## config.mk

```make
export PLATFORM = sky130hd
export DESIGN_NAME = int_vector_seq
export DESIGN_NICKNAME = d
export VERILOG_FILES = /design/src/rtl/int_vector_seq.sv
export SDC_FILE = /design/constraint.sdc
export NUM_CORES = 1
export LEC_CHECK = 0
export CORE_UTILIZATION = 40
export DETAILED_ROUTE_END_ITERATION = 16
export PLACE_DENSITY_LB_ADDON = 0.2
export RECOVER_POWER = 100
export SYNTH_ARGS = -nofsm -noshare
export SYNTH_HDL_FRONTEND = slang
export SYNTH_SLANG_ARGS = --single-unit
export TNS_END_PERCENT = 1
```

## constraint.sdc

```tcl
create_clock -name clk -period 4 [get_ports clk]
set_clock_uncertainty 0.2 [all_clocks]
set_input_delay 0.8 -clock clk [delete_from_list [all_inputs] [get_ports clk]]
set_output_delay 0.8 -clock clk [all_outputs]
set_load 0.02 [all_outputs]
```

## src/rtl/int_vector_seq.sv

```systemverilog
// Interrupt vectoring sequencer: arbitrates enabled requests at instruction boundaries with 8051 two-level nesting.
// Latency: int_call rises 1 cycle after the qualifying instr_end sample; clr_flag pulses 1 cycle after the ack edge.
// Backpressure: the grant is held in CALL, with int_vector and int_src stable, until cpu_ack; no new arbitration until then.
module int_vector_seq #(
  parameter logic [15:0] VEC_BASE   = 16'h0003,
  parameter logic [15:0] VEC_STRIDE = 16'h0008,
  parameter int          N_SRC      = 5
) (
  input  logic             clk,
  input  logic             rst_n,
  input  logic [N_SRC-1:0] int_req,
  input  logic             ea,
  input  logic [N_SRC-1:0] ip,
  input  logic [1:0]       it_mode,
  input  logic             instr_end,
  input  logic             blocked,
  input  logic             cpu_ack,
  input  logic             reti,
  output logic             int_call,
  output logic [15:0]      int_vector,
  output logic [2:0]       int_src,
  output logic [N_SRC-1:0] clr_flag,
  output logic [1:0]       in_service
);

  typedef enum logic {
    IDLE = 1'b0,
    CALL = 1'b1
  } state_t;

  state_t            state_q, state_d;
  logic [N_SRC-1:0]  hi_cand, lo_cand, win_set;
  logic              win_found, win_lvl;
  logic [2:0]        win_idx;
  logic [15:0]       win_vec;
  logic [2:0]        grant_idx_q;
  logic              grant_lvl_q;
  logic [15:0]       grant_vec_q;
  logic              take_grant, take_ack, clr_hit;
  logic [N_SRC-1:0]  clr_d;
  logic [1:0]        is_d;

  // Qualify candidates against the current nesting level and pick the lowest-index winner.
  always_comb begin
    hi_cand   = int_req & ip & {N_SRC{ea}};
    lo_cand   = int_req & ~ip & {N_SRC{ea}};
    win_set   = '0;
    win_found = 1'b0;
    win_lvl   = 1'b0;
    win_idx   = 3'd0;
    if (!in_service[1]) begin
      if (|hi_cand) begin
        win_set   = hi_cand;
        win_found = 1'b1;
        win_lvl   = 1'b1;
      end else if (!in_service[0] && (|lo_cand)) begin
        win_set   = lo_cand;
        win_found = 1'b1;
      end
    end
    // Scan from the top so the lowest set index is the one that sticks.
    for (int i = N_SRC - 1; i >= 0; i--) begin
      if (win_set[i]) win_idx = i[2:0];
    end
    win_vec = VEC_BASE + VEC_STRIDE * {13'd0, win_idx};
  end

  // Next-state and CPU-facing outputs; outputs read as zero outside CALL.
  always_comb begin
    state_d    = state_q;
    take_grant = 1'b0;
    take_ack   = 1'b0;
    int_call   = 1'b0;
    int_vector = 16'h0000;
    int_src    = 3'd0;
    case (state_q)
      IDLE: begin
        if (instr_end && !blocked && win_found) begin
          take_grant = 1'b1;
          state_d    = CALL;
        end
      end
      CALL: begin
        int_call   = 1'b1;
        int_vector = grant_vec_q;
        int_src    = grant_idx_q;
        if (cpu_ack) begin
          take_ack = 1'b1;
          state_d  = IDLE;
        end
      end
      default: state_d = IDLE;
    endcase
  end

  // Hardware flag clearing and in-service update; a same-cycle reti clears before the ack sets.
  always_comb begin
    case (grant_idx_q)
      3'd0:    clr_hit = it_mode[0];
      3'd1:    clr_hit = 1'b1;
      3'd2:    clr_hit = it_mode[1];
      3'd3:    clr_hit = 1'b1;
      default: clr_hit = 1'b0;
    endcase
    clr_d = (take_ack && clr_hit) ? (N_SRC'(1) << grant_idx_q) : '0;

    is_d = in_service;
    if (reti) begin
      if (in_service[1]) is_d[1] = 1'b0;
      else               is_d[0] = 1'b0;
    end
    if (take_ack) begin
      if (grant_lvl_q) is_d[1] = 1'b1;
      else             is_d[0] = 1'b1;
    end
  end

  // State register.
  always_ff @(posedge clk) begin
    if (!rst_n) state_q <= IDLE;
    else        state_q <= state_d;
  end

  // Grant latch: captured once on entry to CALL and held regardless of later request changes.
  always_ff @(posedge clk) begin
    if (!rst_n) begin
      grant_idx_q <= 3'd0;
      grant_lvl_q <= 1'b0;
      grant_vec_q <= 16'h0000;
    end else if (take_grant) begin
      grant_idx_q <= win_idx;
      grant_lvl_q <= win_lvl;
      grant_vec_q <= win_vec;
    end
  end

  // Flag-clear pulse and nesting level registers.
  always_ff @(posedge clk) begin
    if (!rst_n) begin
      clr_flag   <= '0;
      in_service <= 2'b00;
    end else begin
      clr_flag   <= clr_d;
      in_service <= is_d;
    end
  end

endmodule

```

Word-level counts from Yosys, hierarchy flattened
Cells that the tools add are included.

word-level totals
  input port bits = 19
  register bits after elaboration = 28
  logic and storage cells = 56
  output and inout bits = 27

cells by class
  add/sub/neg operators = 1
  equal/unequal tests = 3
  multiplexer cells = 28
  shifts and indexed selects = 1
  reductions and logical operators = 11
  bitwise gates (word level) = 6

operators with widths
  operator                                          number
  bitwise AND 5 bit                                 4
  2-to-1 mux 3 bit                                  6
  2-to-1 mux 16 bit                                 1
  2-to-1 mux 5 bit                                  3
  2-to-1 mux 1 bit                                  14
  OR reduction 5 bit                                2
  adder 2 x 6 -> 7 bit (first input constant)       1
  == test 3 x 2 -> 1 bit (second input constant)    2
  NOT 5 bit                                         1
  << shifter 1 x 3 -> 5 bit (first input constant)  1
  logical AND 1 bit                                 4
  2-to-1 mux 2 bit                                  2
  == test 3 x 1 -> 1 bit (second input constant)    1
  logical NOT 3 bit                                 1
  case mux 1 bit (3 select lines)                   1
  logical NOT 1 bit                                 2
  case mux 1 bit (2 select lines)                   1
  AND reduction 2 bit                               1
  OR reduction 2 bit                                1
  NOT 1 bit                                         1

Depth between registers and ports, before layout
Gate-level depths: netlist of the first run.

  word-level depth = 14
  mapped depth = 5
  gate-level depth less buffers = 5

Worst setup path after synthesis of the first run
Ideal clock, no wire load.

  path kind = input port to flip-flop
  start = in int_req[3]
  end = reg grant_idx_q[1]
  slack = 1792 ps
  required time = 3683 ps
  library setup time = 117 ps
  buffers on the path = 0
  arrival time = 1891 ps
  stages on the path = 5
  cells stage by stage = nor2b_1 > or4_4 > nor2_1 > o221ai_1 > a32o_1

between the ends
  word-level cells in the longest chain between the ends = 11
  elaborated cells between the ends (all ways) = 20
  those cells by class = mux: 12; bitwise: 4; reduce/logical: 4

RTL lines
  what                            line  source
  from (decl)                     11    input logic [N_SRC-1:0] int_req,
  bitwise AND 5 bit (2 in a row)  46    lo_cand = int_req & ~ip & {N_SRC{ea}};
  OR reduction 5 bit              56    end else if (!in_service[0] && (|lo_cand)) begin
  logical AND 1 bit               56
  2-to-1 mux 5 bit                56
  2-to-1 mux 5 bit                52    if (|hi_cand) begin
  2-to-1 mux 5 bit                51    if (!in_service[1]) begin
  2-to-1 mux 3 bit (4 in a row)   63    if (win_set[i]) win_idx = i[2:0];
  to (signal assigned)            131   grant_idx_q <= win_idx;
  to (decl)                       36    logic [2:0] grant_idx_q;

Parallel ways exist; a longest one is shown, timed or not.
A chain may end at the register's enable or synchronous reset.

Worst setup path in the final report of the first run
Same ends and word-level chain as after synthesis.

==> results of run 1 <==
-- layout make-up --
type | instances | area (µm²)
flip-flops and latches | 13 | 260
multi-input cells | 82 | 520
inverters | 3 | 11.3
fillers | 194 | 810
repair buffers | 34 | 340
well taps | 27 | 33.8
clock buffers | 4 | 26.3
-- worst min-delay path by stage --
stage	from	end	slack, ps	cells after the start
5_1_grt	grant_vec_q[1]	grant_vec_q[1]	310	1
6_report	grant_vec_q[1]	grant_vec_q[1]	280	1
3_5_place_dp	grant_vec_q[1]	grant_vec_q[1]	250	1
3_3_place_gp	grant_vec_q[1]	grant_vec_q[1]	250	1
4_1_cts	grant_idx_q[2]	clr_flag[2]	290	1
2_1_floorplan	grant_vec_q[1]	grant_vec_q[1]	230	1
-- routing by layer --
layer  GRT usage, %  routed length, µm  up-vias
li1               -                  -      418
met1           21.2                843      363
met2           29.6                857       46
met3           4.05                150        2
met4           2.94                 10        0
met5              0                  0        -
-- flip-flops by register name (all words and copies together) (netlist names) --
register	flops
in_service	2
state_q	1
grant_lvl_q	1
grant_idx_q	3
grant_vec_q	1
clr_flag	5
-- where the power goes --
group	leakage (nW)	internal, mW	switching [mW]
registers	0.106	0.133	0.00346
clock network	0.0150	0.0386	0.0396
logic	0.384	0.0348	0.0407
total	0.504	0.206	0.0838
-- cells by family (layout without fill, tap and decap cells) --
group           count (synthesis)  in the layout  share of synthesized area (%)
flops                          13             13                           29.7
buf+inv                        19             41                           14.6
simple gates                   47             47                           32.8
other cells                     1             12                          0.428
compound gates                 23             23                           22.5
-- cell usage in the layout (no fill, tap or decap), types with 2 or more instances in the layout --
| cell | Yosys | layout |
|---|---|---|
| a21boi_0 | 2 | 2 |
| a22oi_2 | 2 | 2 |
| a32o_1 | 2 | 2 |
| and2_2 | 4 | 4 |
| clkbuf_4 | 0 | 3 |
| clkdlybuf4s50_1 | 0 | 16 |
| conb_1 | 1 | 12 |
| dfxtp_1 | 13 | 13 |
| dlygate4sd3_1 | 0 | 18 |
| inv_1 | 3 | 3 |
| nand2_1 | 11 | 11 |
| nand2b_1 | 4 | 4 |
| nand3_1 | 3 | 3 |
| nor2_1 | 5 | 5 |
| nor2_2 | 2 | 2 |
| nor2b_1 | 6 | 6 |
| nor4_1 | 3 | 3 |
| o21ai_0 | 2 | 3 |
| o221ai_1 | 2 | 2 |
| o31a_1 | 2 | 2 |
-- Yosys cell counts --
| library cell | number | area (µm²) |
|---|---|---|
| nand2_2 | 1 | 6.26 |
| nor2b_1 | 6 | 37.5 |
| o31a_1 | 2 | 17.5 |
| nor2_2 | 2 | 12.5 |
| nand3_1 | 3 | 15.0 |
| o221ai_1 | 2 | 17.5 |
| a211o_1 | 1 | 8.76 |
| conb_1 | 1 | 3.75 |
| a22oi_2 | 2 | 25.0 |
| o21ai_0 | 2 | 10.0 |
| nor4bb_1 | 1 | 10.0 |
| and3_1 | 1 | 6.26 |
| nand2_1 | 11 | 41.3 |
| o22ai_1 | 1 | 6.26 |
| or2b_1 | 1 | 7.51 |
| o22ai_2 | 1 | 12.5 |
| nand3_4 | 1 | 17.5 |
| a21oi_1 | 1 | 5.00 |
| nor2_1 | 5 | 18.8 |
| a21boi_0 | 2 | 15.0 |
| a31o_2 | 1 | 8.76 |
| and2_2 | 4 | 30.0 |
| dfxtp_1 | 13 | 260 |
| a311o_1 | 1 | 10.0 |
| buf_4 | 15 | 113 |
| inv_1 | 3 | 11.3 |
| o21a_1 | 1 | 7.51 |
| o211ai_1 | 1 | 7.51 |
| o41ai_1 | 1 | 8.76 |
| clkbuf_1 | 1 | 3.75 |
| a32o_1 | 2 | 20.0 |
| or4b_4 | 1 | 13.8 |
| nand3b_1 | 1 | 7.51 |
| o21ai_2 | 1 | 8.76 |
| or4_4 | 1 | 11.3 |
| nand2b_1 | 4 | 25.0 |
| and2_4 | 1 | 8.76 |
| a32oi_1 | 1 | 8.76 |
| nor4_1 | 3 | 18.8 |
==> out/metrics.yaml, run 1 <==
status:
  status: "completed"
synth:
  syn_avg_cell_area_um2: 8.52
  synth-seq-cells: 13
  syn-cell-area_um2: 877
  seq_area_frac_synth_pct: 29.7
  yosys_warnings: 0
  ys_types: 39
  synthCells: 103
clock_network:
  cts_tree: "yes"
  insertion_delay_ps: 270
  cts_setup_buffers: 0
  ctsHtreeMaxLevel: 1
  cts_buffers: 3
  clockBufferDepth: 2
  clk_transition_reported_paths_ps: 80
  ctsHoldBuffers: 0
  clkSinkCount: 13
  clockRootBuffer: "clkbuf_4"
  cts_resized: 0
worst_setup_path:
  cp.arrival_ps: 2890
  max_stage_delay_ps: 600
  reg2reg_depth: 5
  crit_fanout: 5
  cp_slowest_cell: "dlygate4sd3_1"
  cp.depth: 6
  timing.rr.start: "state_q"
  end_kind: "flip-flop"
  crit_chain: "dlygate4sd3_1, nor2b_1, or4_1, o21ai_0, and2_0, a32o_1"
  r2r_setup_slack_ps: 1950
  worstSetupStartpoint: "int_req[3]"
  crit_type: "input port to flip-flop"
  required_ps: 4020
  crit_end: "grant_idx_q[1]"
  cp_num_buf_inv: 1
  r2r-end: "grant_idx_q[1]"
  worstSetupStartpointType: "input port"
  critical-path-top-delay-family: "simple AND/OR/NAND/NOR gates"
grt:
  grt_max_degree: 11
  grt_pass1_wl_mm: 3.24
  antenna_found_initial: 0
  gr-total-overflow: 0
  grt_pass1_vias: 766
  grt_use_total_pct: 16.9
pwr:
  peakVddDrop_mv: 0.203
  finalPower_mw: 0.290
  p_leak_nw: 0.504
  p_per_area_nw_per_um2: 243
sta:
  fin_crit_ps: 2870
  fin_setup_tns_ps: 0
  finalCritPeriodShare_pct: 71.8
  hold_viol: 0
  rsz0062_at_grt: "false"
  worst_slack_ps: 1130
  hold_ws_ps: 284
  setup_viol: 0
  drv_slew: 0
  max_freq_ghz: 0.348
cells_and_area:
  antenna_cells: 0
  final_util_pct: 59.6
  postLayoutCellArea_um2: 1190
  fin_nets: 156
  drive_gt1_share_pct: 11.8
  instances_no_fill: 163
  synthToLayoutAreaGrowth_pct: 35.9
drt:
  ant_nets: 0
  drtIter0Drc: 23
  num_vias: 829
  firstDrtPassIters: 4
  post_drt_wl_per_cell_um: 11.4
  drc: 0
  vias_per_cell: 5.09
  finalWirelength_mm: 1.86
floorplan:
  pin_count: 46
  initial_core_util_pct: 43.8
  die_h_um: 48.8
  dieArea_um2: 2380
  core_region_area_um2: 2000
  num_rows: 16
  chipWidth_um: 48.8
place:
  dp_cells: 159
  port_buffers: 34
  hpwl_mm: 1.49
  dpl-instance-area_um2: 1180
  place_worst_setup_slack_ps: 1190
  gp_congestion: 0.822
worst_hold_path:
  min_path_type: "flip-flop to flip-flop"
flow_run:
  cap_violations: 0
Power figures use the tool's default switching activity.
==> inputs of run 2 (changes only) <==
CORE_UTILIZATION = 35   (was 40)
clock period = 2.6 ns   (was 4 ns; I/O delays follow)
==> run 2 against run 1 <==
Effect of this change:
- clock power up 61%
- critical path depth unchanged
- cell area up 1.3%
- sequential power up 54%
- wire length down 0.97%
- first-iteration DRC count down 57%
- utilization down 7.0 points
- total power up 57%
- sequential share of layout area down 0.27 points
- sequential cell count unchanged
- non-clock buffer count up 1
- largest cell class unchanged
==> out/metrics.yaml, run 2 (synthesis gave the netlist of run 1 again) <==
drt:
  finalWirelength_mm: 1.84
  post_drt_wl_per_cell_um: 11.2
  drc: 0
  drtIter0Drc: 10
  ant_nets: 0
  vias_per_cell: 4.92
  num_vias: 811
  firstDrtPassIters: 4
cells_and_area:
  seq_area_um2: 260
  multiInputGateArea_um2: 527
  top_regs: "clr_flag: 5 flops, grant_idx_q: 3 flops, in_service: 2 flops"
  largest_register_ffs: 5
  nFillCells: 219
  largest-register: "clr_flag"
  final_util_pct: 52.6
  layout_common_cells: "dlygate4sd3_1, clkdlybuf4s50_1, dfxtp_1"
  fin_nets: 157
  antenna_cells: 0
  layout_commonest_cell: "dlygate4sd3_1"
  drive_gt1_share_pct: 13.9
  synthToLayoutAreaGrowth_pct: 37.7
grt:
  grt_pass1_vias: 705
  grt_max_degree: 11
  antenna_found_initial: 0
  grt_pass1_wl_mm: 2.94
  gr-total-overflow: 0
  grt_use_total_pct: 15.1
pwr:
  p_leak_nw: 0.513
  peakVddDrop_mv: 0.225
  p_per_area_nw_per_um2: 376
floorplan:
  pin_count: 46
  dieArea_um2: 2710
  num_rows: 17
  core_region_area_um2: 2300
  chipWidth_um: 52.1
  initial_core_util_pct: 38.2
  die_h_um: 52.1
clock_network:
  cts_setup_buffers: 0
  clk_transition_reported_paths_ps: 80
  cts_resized: 0
  ctsHoldBuffers: 0
  clockBufferDepth: 2
  clkSinkCount: 13
  cts_tree: "yes"
  ctsHtreeMaxLevel: 1
  clockRootBuffer: "clkbuf_4"
  cts_buffers: 3
  insertion_delay_ps: 280
worst_hold_path:
  hold_start: "grant_vec_q[1]"
  min_path_cells: 1
  worstHoldEndpoint: "grant_vec_q[1]"
  min_path_type: "flip-flop to flip-flop"
worst_setup_path:
  crit_type: "input port to flip-flop"
  end_kind: "flip-flop"
  r2r_setup_slack_ps: 700
  reg2reg_depth: 5
  cp.arrival_ps: 2360
  required_ps: 2580
  r2r-end: "grant_idx_q[2]"
  worstSetupStartpointType: "input port"
  crit_fanout: 5
  timing.rr.start: "state_q"
place:
  place_worst_setup_slack_ps: 58.4
  port_buffers: 34
  gp_congestion: 0.790
  hpwl_mm: 1.47
sta:
  rsz0062_at_grt: "false"
  max_freq_ghz: 0.419
  fin_crit_ps: 2380
  setup_viol: 0
  hold_ws_ps: 279
  finalCritPeriodShare_pct: 91.7
  hold_viol: 0
  drv_slew: 0
  fin_setup_tns_ps: 0
  worst_slack_ps: 216
status:
  status: "completed"
flow_run:
  cap_violations: 0
## run 2: power by group
group | total (mW) | internal (mW) | switching (mW)
registers | 0.210 | 0.205 | 0.00538
clock network | 0.126 | 0.0596 | 0.0665
logic | 0.118 | 0.0558 | 0.0623
## run 2: critical path, cell delays in order
cell and delay [ps]:
dlygate4sd3_1 600, nor2b_1 160, or4_1 560, nor2_1 150
o221ai_1 150, a32o_1 230
## run 2: through the flow
stage | instance area (µm²) | power, mW | cells
2_1_floorplan | 918 | 0.298 | 114
3_3_place_gp | 1180 | 0.335 | 161
3_5_place_dp | 1180 | 0.336 | 161
4_1_cts | 1210 | 0.461 | 165
5_1_grt | 1210 | 0.482 | 165
6_report | 1210 | 0.454 | 165
## run 2: final cells by class
| type | instances | share of cell area [%] |
|---|---|---|
| well taps | 28 | 2.90 |
| repair buffers | 35 | 28.8 |
| flip-flops and latches | 13 | 21.6 |
| inverters | 3 | 0.933 |
| clock buffers | 4 | 2.18 |
| multi-input cells | 82 | 43.6 |
## run 2: how the worst max path moves through the flow
stage	from	end	slack, ps	cells after the start
4_1_cts	state_q	int_vector[5]	340	2
6_report	int_req[3]	grant_idx_q[2]	220	6
2_1_floorplan	int_req[3]	grant_idx_q[1]	670	5
3_5_place_dp	int_req[3]	grant_idx_q[2]	60	6
3_3_place_gp	int_req[3]	grant_idx_q[1]	100	6
5_1_grt	int_req[3]	grant_idx_q[1]	150	6
## run 2: routing by layer
layer	up-vias	GRT usage, %	share of wire (%)
met5	-	0	0
met4	0	9.46	2.3
met3	5	3.80	6.9
met2	31	21.8	43
met1	360	19.8	48
li1	415	-	-
==> inputs of run 3 (changes only) <==
CAP_MARGIN = 0   (was not set)
==> results of run 3 <==
Final layout, timing and power as in run 2 (identical DEF).
